===== src/rtl/cache_ctrl_fsm_pkg.sv =====
// cache_pkg: shared types and default parameters for the cache controller.
//   cache_state_t - controller state encoding
//   DEF_*         - default block geometry and write policy
package cache_pkg;

  typedef enum logic [2:0] {
    IDLE,
    COMPARE,
    WB,
    ALLOC,
    WT,
    FLUSH
  } cache_state_t;

  localparam int DEF_BEATS      = 16;
  localparam bit DEF_WRITE_BACK = 1'b1;
  localparam int DEF_SETS       = 16;
  localparam int DEF_WAYS       = 4;

endpackage


===== src/rtl/cache_ctrl_fsm_if.sv =====
// cache_ctrl_fsm_if: bundle of the controller's handshake/bus signals.
//   i_* : requester (main FSM), tag compare, AXI master strobes
//   o_* : stall, cache array controls, AXI start strobes, flush status
// master = controller side, slave = environment side.
interface cache_ctrl_fsm_if import cache_pkg::*; #(
  parameter int BEATS = DEF_BEATS,
  parameter int SETS  = DEF_SETS,
  parameter int WAYS  = DEF_WAYS
);
  localparam int BEAT_W = $clog2(BEATS);
  localparam int LINE_W = $clog2(SETS * WAYS);

  logic              i_start_check;
  logic              i_write_req;
  logic              i_hit;
  logic              i_dirty;
  logic              i_r_valid;
  logic              i_r_last;
  logic              i_b_resp;
  logic              i_flush;
  logic              o_stall;
  logic              o_block_write_en;
  logic [BEAT_W-1:0] o_beat_idx;
  logic              o_valid_update;
  logic              o_valid_clear;
  logic              o_lru_update;
  logic              o_dirty_set;
  logic              o_start_read;
  logic              o_start_write;
  logic              o_addr_control;
  logic [LINE_W-1:0] o_line_idx;
  logic              o_flush_done;
  logic              o_refill_err;

  modport master (
    input  i_start_check, i_write_req, i_hit, i_dirty, i_r_valid, i_r_last,
           i_b_resp, i_flush,
    output o_stall, o_block_write_en, o_beat_idx, o_valid_update, o_valid_clear,
           o_lru_update, o_dirty_set, o_start_read, o_start_write, o_addr_control,
           o_line_idx, o_flush_done, o_refill_err
  );

  modport slave (
    output i_start_check, i_write_req, i_hit, i_dirty, i_r_valid, i_r_last,
           i_b_resp, i_flush,
    input  o_stall, o_block_write_en, o_beat_idx, o_valid_update, o_valid_clear,
           o_lru_update, o_dirty_set, o_start_read, o_start_write, o_addr_control,
           o_line_idx, o_flush_done, o_refill_err
  );

endinterface


===== src/rtl/cache_beat_counter.sv =====
// cache_beat_counter: W-bit up-counter that wraps to 0 after MAX.
//   clr  - synchronous clear (wins over en)
//   en   - count one step
//   cnt  - registered count
//   tc   - count is at MAX
//   wrap - this step wraps MAX -> 0
module cache_beat_counter #(
  parameter int W   = 4,
  parameter int MAX = (1 << W) - 1
) (
  input  logic         clk,
  input  logic         arstn,
  input  logic         clr,
  input  logic         en,
  output logic [W-1:0] cnt,
  output logic         tc,
  output logic         wrap
);
  localparam logic [W-1:0] MAX_V = W'(MAX);

  assign tc   = (cnt == MAX_V);
  assign wrap = en && tc;

  always_ff @(posedge clk or negedge arstn) begin
    if (!arstn)     cnt <= '0;
    else if (clr)   cnt <= '0;
    else if (wrap)  cnt <= '0;
    else if (en)    cnt <= cnt + 1'b1;
  end
endmodule


===== src/rtl/cache_ctrl_fsm.sv =====
// cache_ctrl_fsm: cache controller between the main FSM and the AXI master.
//   clk, arstn - clock, async active-low reset
//   bus        - cache_ctrl_fsm_if.master (request, tag, AXI strobes in;
//                stall, array controls, AXI starts, flush status out)
// Lookup/refill/write-back/write-through plus a whole-cache flush sweep.
module cache_ctrl_fsm import cache_pkg::*; #(
  parameter int BEATS      = DEF_BEATS,
  parameter bit WRITE_BACK = DEF_WRITE_BACK,
  parameter int SETS       = DEF_SETS,
  parameter int WAYS       = DEF_WAYS
) (
  input logic              clk,
  input logic              arstn,
  cache_ctrl_fsm_if.master bus
);
  localparam int BEAT_W = $clog2(BEATS);
  localparam int LINE_W = $clog2(SETS * WAYS);

  cache_state_t      state, state_n, state_prev;
  logic              ret_flush, ret_flush_n;
  logic              fresh;
  logic              beat_clr, beat_en, beat_tc, beat_wrap;
  logic              line_clr, line_en, line_tc, line_wrap;
  logic [BEAT_W-1:0] beat_idx;
  logic [LINE_W-1:0] line_idx;
  logic              refill_err, err_set;

  cache_beat_counter #(.W(BEAT_W), .MAX(BEATS - 1)) u_beat (
    .clk(clk), .arstn(arstn), .clr(beat_clr), .en(beat_en),
    .cnt(beat_idx), .tc(beat_tc), .wrap(beat_wrap)
  );

  cache_beat_counter #(.W(LINE_W), .MAX(SETS * WAYS - 1)) u_line (
    .clk(clk), .arstn(arstn), .clr(line_clr), .en(line_en),
    .cnt(line_idx), .tc(line_tc), .wrap(line_wrap)
  );

  always_ff @(posedge clk or negedge arstn) begin
    if (!arstn) begin
      state      <= IDLE;
      state_prev <= IDLE;
      ret_flush  <= 1'b0;
      refill_err <= 1'b0;
    end else begin
      state      <= state_n;
      state_prev <= state;
      ret_flush  <= ret_flush_n;
      if (err_set) refill_err <= 1'b1;
    end
  end

  // Every state is entered from a different state, so a change marks the
  // entry cycle that fires the one-shot AXI start strobes.
  assign fresh = (state != state_prev);

  always_comb begin
    state_n              = state;
    ret_flush_n          = ret_flush;
    beat_clr             = 1'b0;
    beat_en              = 1'b0;
    line_clr             = 1'b0;
    line_en              = 1'b0;
    err_set              = 1'b0;
    bus.o_stall          = 1'b1;
    bus.o_block_write_en = 1'b0;
    bus.o_valid_update   = 1'b0;
    bus.o_valid_clear    = 1'b0;
    bus.o_lru_update     = 1'b0;
    bus.o_dirty_set      = 1'b0;
    bus.o_start_read     = 1'b0;
    bus.o_start_write    = 1'b0;
    bus.o_addr_control   = 1'b0;
    case (state)
      IDLE: begin
        bus.o_stall = 1'b0;
        if (bus.i_flush) begin
          state_n  = FLUSH;
          line_clr = 1'b1;
        end else if (bus.i_start_check) begin
          state_n = COMPARE;
        end
      end
      COMPARE: begin
        if (bus.i_hit) begin
          bus.o_stall      = 1'b0;
          bus.o_lru_update = 1'b1;
          state_n          = IDLE;
          if (bus.i_write_req) begin
            if (WRITE_BACK) bus.o_dirty_set = 1'b1;
            else            state_n = WT;
          end
        end else if (bus.i_dirty && WRITE_BACK) begin
          state_n     = WB;
          ret_flush_n = 1'b0;
        end else begin
          state_n  = ALLOC;
          beat_clr = 1'b1;
        end
      end
      WB: begin
        bus.o_addr_control = 1'b1;
        bus.o_start_write  = fresh;
        if (bus.i_b_resp) begin
          if (ret_flush) begin
            // victim written: the swept line is now clean and can be dropped
            bus.o_valid_clear = 1'b1;
            line_en           = 1'b1;
            state_n           = line_tc ? IDLE : FLUSH;
          end else begin
            state_n  = ALLOC;
            beat_clr = 1'b1;
          end
        end
      end
      ALLOC: begin
        bus.o_start_read = fresh;
        if (bus.i_r_valid) begin
          bus.o_block_write_en = 1'b1;
          beat_en              = 1'b1;
          // short block (last too early) or long block (counter wraps)
          err_set = bus.i_r_last ? !beat_tc : beat_wrap;
          if (bus.i_r_last) begin
            bus.o_valid_update = 1'b1;
            beat_clr           = 1'b1;
            state_n            = COMPARE;
          end
        end
      end
      WT: begin
        bus.o_start_write = fresh;
        if (bus.i_b_resp) state_n = IDLE;
      end
      FLUSH: begin
        if (bus.i_dirty && WRITE_BACK) begin
          state_n     = WB;
          ret_flush_n = 1'b1;
        end else begin
          bus.o_valid_clear = 1'b1;
          line_en           = 1'b1;
          if (line_tc) state_n = IDLE;
        end
      end
      default: state_n = IDLE;
    endcase
  end

  assign bus.o_beat_idx   = beat_idx;
  assign bus.o_line_idx   = line_idx;
  assign bus.o_refill_err = refill_err;
  assign bus.o_flush_done = line_wrap;

endmodule


===== src/flat_wrapper.sv =====
// flat-port wrapper written by rule: the top's interface ports become plain ports
module cache_ctrl_fsm_flat import cache_pkg::*;
#(
  parameter int BEATS      = DEF_BEATS,
  parameter bit WRITE_BACK = DEF_WRITE_BACK,
  parameter int SETS       = DEF_SETS,
  parameter int WAYS       = DEF_WAYS
)
  (clk, arstn, bus_i_start_check, bus_i_write_req, bus_i_hit, bus_i_dirty, bus_i_r_valid, bus_i_r_last, bus_i_b_resp, bus_i_flush, bus_o_stall, bus_o_block_write_en, bus_o_beat_idx, bus_o_valid_update, bus_o_valid_clear, bus_o_lru_update, bus_o_dirty_set, bus_o_start_read, bus_o_start_write, bus_o_addr_control, bus_o_line_idx, bus_o_flush_done, bus_o_refill_err);
  cache_ctrl_fsm_if #(.BEATS(BEATS), .SETS(SETS), .WAYS(WAYS)) bus_i ();
  input logic clk;
  input logic arstn;
  input wire logic [$bits(bus_i.i_start_check)-1:0] bus_i_start_check;
  input wire logic [$bits(bus_i.i_write_req)-1:0] bus_i_write_req;
  input wire logic [$bits(bus_i.i_hit)-1:0] bus_i_hit;
  input wire logic [$bits(bus_i.i_dirty)-1:0] bus_i_dirty;
  input wire logic [$bits(bus_i.i_r_valid)-1:0] bus_i_r_valid;
  input wire logic [$bits(bus_i.i_r_last)-1:0] bus_i_r_last;
  input wire logic [$bits(bus_i.i_b_resp)-1:0] bus_i_b_resp;
  input wire logic [$bits(bus_i.i_flush)-1:0] bus_i_flush;
  output wire logic [$bits(bus_i.o_stall)-1:0] bus_o_stall;
  output wire logic [$bits(bus_i.o_block_write_en)-1:0] bus_o_block_write_en;
  output wire logic [$bits(bus_i.o_beat_idx)-1:0] bus_o_beat_idx;
  output wire logic [$bits(bus_i.o_valid_update)-1:0] bus_o_valid_update;
  output wire logic [$bits(bus_i.o_valid_clear)-1:0] bus_o_valid_clear;
  output wire logic [$bits(bus_i.o_lru_update)-1:0] bus_o_lru_update;
  output wire logic [$bits(bus_i.o_dirty_set)-1:0] bus_o_dirty_set;
  output wire logic [$bits(bus_i.o_start_read)-1:0] bus_o_start_read;
  output wire logic [$bits(bus_i.o_start_write)-1:0] bus_o_start_write;
  output wire logic [$bits(bus_i.o_addr_control)-1:0] bus_o_addr_control;
  output wire logic [$bits(bus_i.o_line_idx)-1:0] bus_o_line_idx;
  output wire logic [$bits(bus_i.o_flush_done)-1:0] bus_o_flush_done;
  output wire logic [$bits(bus_i.o_refill_err)-1:0] bus_o_refill_err;
  assign bus_i.i_start_check = bus_i_start_check;
  assign bus_i.i_write_req = bus_i_write_req;
  assign bus_i.i_hit = bus_i_hit;
  assign bus_i.i_dirty = bus_i_dirty;
  assign bus_i.i_r_valid = bus_i_r_valid;
  assign bus_i.i_r_last = bus_i_r_last;
  assign bus_i.i_b_resp = bus_i_b_resp;
  assign bus_i.i_flush = bus_i_flush;
  assign bus_o_stall = bus_i.o_stall;
  assign bus_o_block_write_en = bus_i.o_block_write_en;
  assign bus_o_beat_idx = bus_i.o_beat_idx;
  assign bus_o_valid_update = bus_i.o_valid_update;
  assign bus_o_valid_clear = bus_i.o_valid_clear;
  assign bus_o_lru_update = bus_i.o_lru_update;
  assign bus_o_dirty_set = bus_i.o_dirty_set;
  assign bus_o_start_read = bus_i.o_start_read;
  assign bus_o_start_write = bus_i.o_start_write;
  assign bus_o_addr_control = bus_i.o_addr_control;
  assign bus_o_line_idx = bus_i.o_line_idx;
  assign bus_o_flush_done = bus_i.o_flush_done;
  assign bus_o_refill_err = bus_i.o_refill_err;
  cache_ctrl_fsm #(.BEATS(BEATS), .WRITE_BACK(WRITE_BACK), .SETS(SETS), .WAYS(WAYS)) u_core (.clk(clk), .arstn(arstn), .bus(bus_i));
endmodule

===== config.mk =====
export PLATFORM = sky130hd
export DESIGN_NAME = cache_ctrl_fsm_flat
export DESIGN_NICKNAME = d
export VERILOG_FILES = /design/src/rtl/cache_ctrl_fsm_pkg.sv /design/src/rtl/cache_ctrl_fsm_if.sv /design/src/rtl/cache_beat_counter.sv /design/src/rtl/cache_ctrl_fsm.sv /design/src/flat_wrapper.sv
export SDC_FILE = /design/constraint.sdc
export NUM_CORES = 1
export LEC_CHECK = 0
export CELL_PAD_IN_SITES_DETAIL_PLACEMENT = 1
export CELL_PAD_IN_SITES_GLOBAL_PLACEMENT = 2
export CORE_ASPECT_RATIO = 1.2
export CORE_MARGIN = 4
export CORE_UTILIZATION = 30
export CTS_BUF_LIST = sky130_fd_sc_hd__clkbuf_16
export CTS_CLUSTER_SIZE = 40
export DETAILED_ROUTE_END_ITERATION = 16
export HOLD_SLACK_MARGIN = 0.15
export PLACE_DENSITY_LB_ADDON = 0.15
export SLEW_MARGIN = 10
export SYNTH_ARGS = -nofsm -noshare
export SYNTH_HDL_FRONTEND = slang
export SYNTH_SLANG_ARGS = --single-unit

===== constraint.sdc =====
create_clock -name clk -period 4.85 [get_ports clk]
set_input_delay 1.455 -clock clk [delete_from_list [all_inputs] [get_ports clk]]
set_output_delay 1.455 -clock clk [all_outputs]
set_load 0.05 [all_outputs]

==> out/metrics.csv, run 1 <==
metric,value,unit
top flip-flop cell by instance count after synthesis,dfrtp_1,
number of distinct library cell variants in the gate-level netlist after synthesis,40,
portion of the post-synthesis area used by sequential elements,40.4,%
worst flop-to-flop path endpoint,u_core.u_line.cnt[5]$_DFFE_PN0P_,
Int Power,0.000475,W
Clock Path Buffers,2,
relative slew slack,44.4,%
antenna fix cells,0,
# H-tree levels,1,
areal power density over the cells,592,mW/mm²
kind of launch point of the worst setup path,input pin,
Core ar.,0.00360,mm²
outcome,completed,
first-pass GRT wire length,5.31,mm
Layout Area Growth over Synthesis,35.1,%
number of cells on the worst reg-to-reg path,4,
Port-buffer cells,30,
pin count of the biggest net entering global routing,21,
number of buffers created by CTS,3,
Cells on Worst Hold Path,1,
Final Skew,0.00184,ns
area enclosed by the die boundary,0.00476,mm²
RSZ-0062 raised after global routing,no,
"Data required, critical path",3.39,ns
maximum net fanout on the critical path,10,
DR iter-0 viols,49,
Post-Route Utilization,41.8,%
y dimension of the die,74.8,µm
count of antenna-violating nets left after detailed routing,0,
register-to-register setup slack,2.91,ns
type of the most critical hold path,reg -> reg,
overall global routing resource usage,14.1,%
arrival time at the worst endpoint,2.97,ns
worst supply voltage drop on vdd,0.269,mV
fraction of layout cells with a size suffix above 1,9.87,%
Clk network pwr share,18.3,%
Hold Fails Final Rpt,0,
Remaining DRCs,0,
routed wire length,3.08,mm
"EDFF count, synth",0,
overall via count from detail_route,1048,
number of gates resized after cts,0,
type of element capturing the critical path,primary output,
category of the most critical setup path,in -> out,
actual slew at the worst max-slew pin,0.831,ns
setup violation total in the final timing report,0,
total of flip-flops plus latches after synthesis,18,
half-perimeter wire length after placement,2.33,mm
Routed wire per std cell,16.1,µm
Clock transition at path regs,0.05,ns
CTS tree,yes,
width of the chip,63.7,µm
maxcap violations,0,
power share of the sequential group,31.9,%
leakage power summed over all cells,0.656,nW
async set or reset register ratio after synthesis,100,%
time the final worst path needs with I/O delays and setup,4.43,ns
initial core utilization,31.0,%
max-slew violation total from the final report,0,
number of global-route vias before repair,1123,
number of fillers in the final layout,426,
buffer count from post-CTS setup fixing,0,
overall overflow remaining after global route,0,
drt pass-1 iters,4,
net count after synthesis,135,
number of vias per cell,5.49,
I/O pins,31,
later-pin clock latency in the skew report,0.25,ns
instance count of the mapped netlist,123,
clock net sink count,18,
Setup Total Neg Slack,0,ns
antenna violations before repair,0,
Layout Nets,165,
root buffer cell,clkbuf_16,
average footprint of a synthesized cell,9.07,µm²
Min-Delay Startpoint,u_core.bus.o_refill_err$_DFFE_PN0P_,
hold_buf cts,0,
worst-case hold path end point,u_core.bus.o_refill_err$_DFFE_PN0P_,
share of the clock period used by the worst path,91.3,%
switching power,0.000417,W
global placement routability congestion,0.780,
warning count from the yosys run,0,
cell area after technology mapping,0.00112,mm²
maximum clock frequency,226,MHz
combinational group share of total power,49.8,%
Site Rows,24,
switching power as a share of total power,46.8,%
Crit Reg-Reg Startpoint,u_core.state[2]$_DFFE_PN0P_,
through the flow:
| step | total power (W) | worst slack, ns | hold WS [ns] | area, µm² | instances |
|---|---|---|---|---|---|
| after floorplan | 0.000604 | 0.843 | 0.355 | 1120 | 123 |
| final | 0.000892 | 0.424 | 0.461 | 1510 | 191 |
| after global routing | 0.000959 | 0.352 | 0.521 | 1510 | 191 |
| after detailed placement | 0.000735 | 0.434 | 0.454 | 1430 | 187 |
| after CTS | 0.000906 | 0.433 | 0.466 | 1510 | 191 |
| after global placement | 0.000730 | 0.471 | 0.447 | 1430 | 187 |
placed cells by master (no fill, tap or decap), types with 2 or more instances in the layout:
cell type        count
ha_1                 2
or3_1                3
mux2i_1              2
nor2b_1              4
a211o_1              2
o21ai_0              6
nor2_1              12
nand2b_1             2
nand3_1              5
inv_1                7
clkbuf_16            3
buf_4                5
a21oi_1              9
nor3_1               4
dfrtp_1             18
a31oi_1              3
nand3b_1             4
nand2_1             10
clkdlybuf4s50_1     24
and3_1               5
worst max-delay path, cell delays in order:
cell and delay [ns]:
clkdlybuf4s50_1 0.55, and4bb_2 0.30, a31oi_4 0.30, inv_1 0.15
buf_4 0.22
power groups by stage:
stage | Sequential, W | Combinational, W | Clock [W]
after floorplan | 0.000300 | 0.000304 | 0
after global placement | 0.000285 | 0.000445 | 0
after detailed placement | 0.000287 | 0.000449 | 0
after CTS | 0.000285 | 0.000451 | 0.000171
after global routing | 0.000299 | 0.000480 | 0.000180
final | 0.000285 | 0.000444 | 0.000163
sequential cells by signal, summed over array words and instances, names as in the netlist:
register,cells
u_core.state_prev,3
u_core.u_line.cnt,6
u_core.ret_flush,1
u_core.state,3
u_core.bus.o_refill_err,1
u_core.u_beat.cnt,4
area by class of cell:
class / count / area (µm²) / area share, %
multi-input cells: 93 / 606 / 40.2
flip-flops and latches: 18 / 450 / 29.9
repair buffers: 30 / 298 / 19.8
clock buffers: 3 / 75.1 / 4.98
well taps: 39 / 48.8 / 3.24
inverters: 7 / 26.3 / 1.74
clock inverters: 1 / 3.75 / 0.249
cells in the mapped netlist (2+ instances only):
master	instances	area (µm²)
inv_1	7	26.3
nand3_1	5	25.0
nand3b_1	4	30.0
nand2b_1	2	12.5
nor2b_1	4	25.0
dfrtp_1	18	450
o21ai_0	6	30.0
and3_1	5	31.3
ha_1	2	25.0
buf_2	3	15.0
a211o_1	2	17.5
nand2_1	10	37.5
nor3_1	4	20.0
a21oi_1	9	45.0
mux2i_1	2	20.0
or3_1	3	18.8
nor2_1	12	45.0
a31oi_1	3	18.8
kinds of logic after synthesis:
kind of cell,share of synthesized area (%)
muxes,1.79
xor gates and xnor gates,1.57
DFF,40.4
and+or+nand+nor,28.4
adders and majority gates,2.24
AOI/OAI and AO/OA,20.3
buffers and inverters,5.38
routing by layer:
layer	part of all wire (%)	global-route usage, %	routed length (µm)
met3	3.3	3.43	101
met5	0	0	0
met4	0.26	2.88	8
met2	52	26.2	1610
met1	44	16.6	1360
worst max path at each step:
stage	start	to	slack [ns]	cells past startpoint
3_5_place_dp	bus_i_dirty	bus_o_valid_clear	0.43	5
2_1_floorplan	bus_i_dirty	bus_o_flush_done	0.84	3
4_1_cts	bus_i_dirty	bus_o_valid_clear	0.43	5
3_3_place_gp	bus_i_dirty	bus_o_valid_clear	0.47	5
5_1_grt	bus_i_dirty	bus_o_valid_clear	0.35	5
6_report	bus_i_dirty	bus_o_valid_clear	0.42	5
(Power assumes the default switching activity.)
==> run 2: changes to the inputs <==
--- a/config.mk
+++ b/config.mk
@@ -15,7 +15,7 @@
 export DETAILED_ROUTE_END_ITERATION = 16
 export HOLD_SLACK_MARGIN = 0.15
 export PLACE_DENSITY_LB_ADDON = 0.15
-export SLEW_MARGIN = 10
+export SLEW_MARGIN = 20
 export SYNTH_ARGS = -nofsm -noshare
 export SYNTH_HDL_FRONTEND = slang
 export SYNTH_SLANG_ARGS = --single-unit
==> results of run 2 <==
Final layout, timing and power as in run 1 (identical DEF).
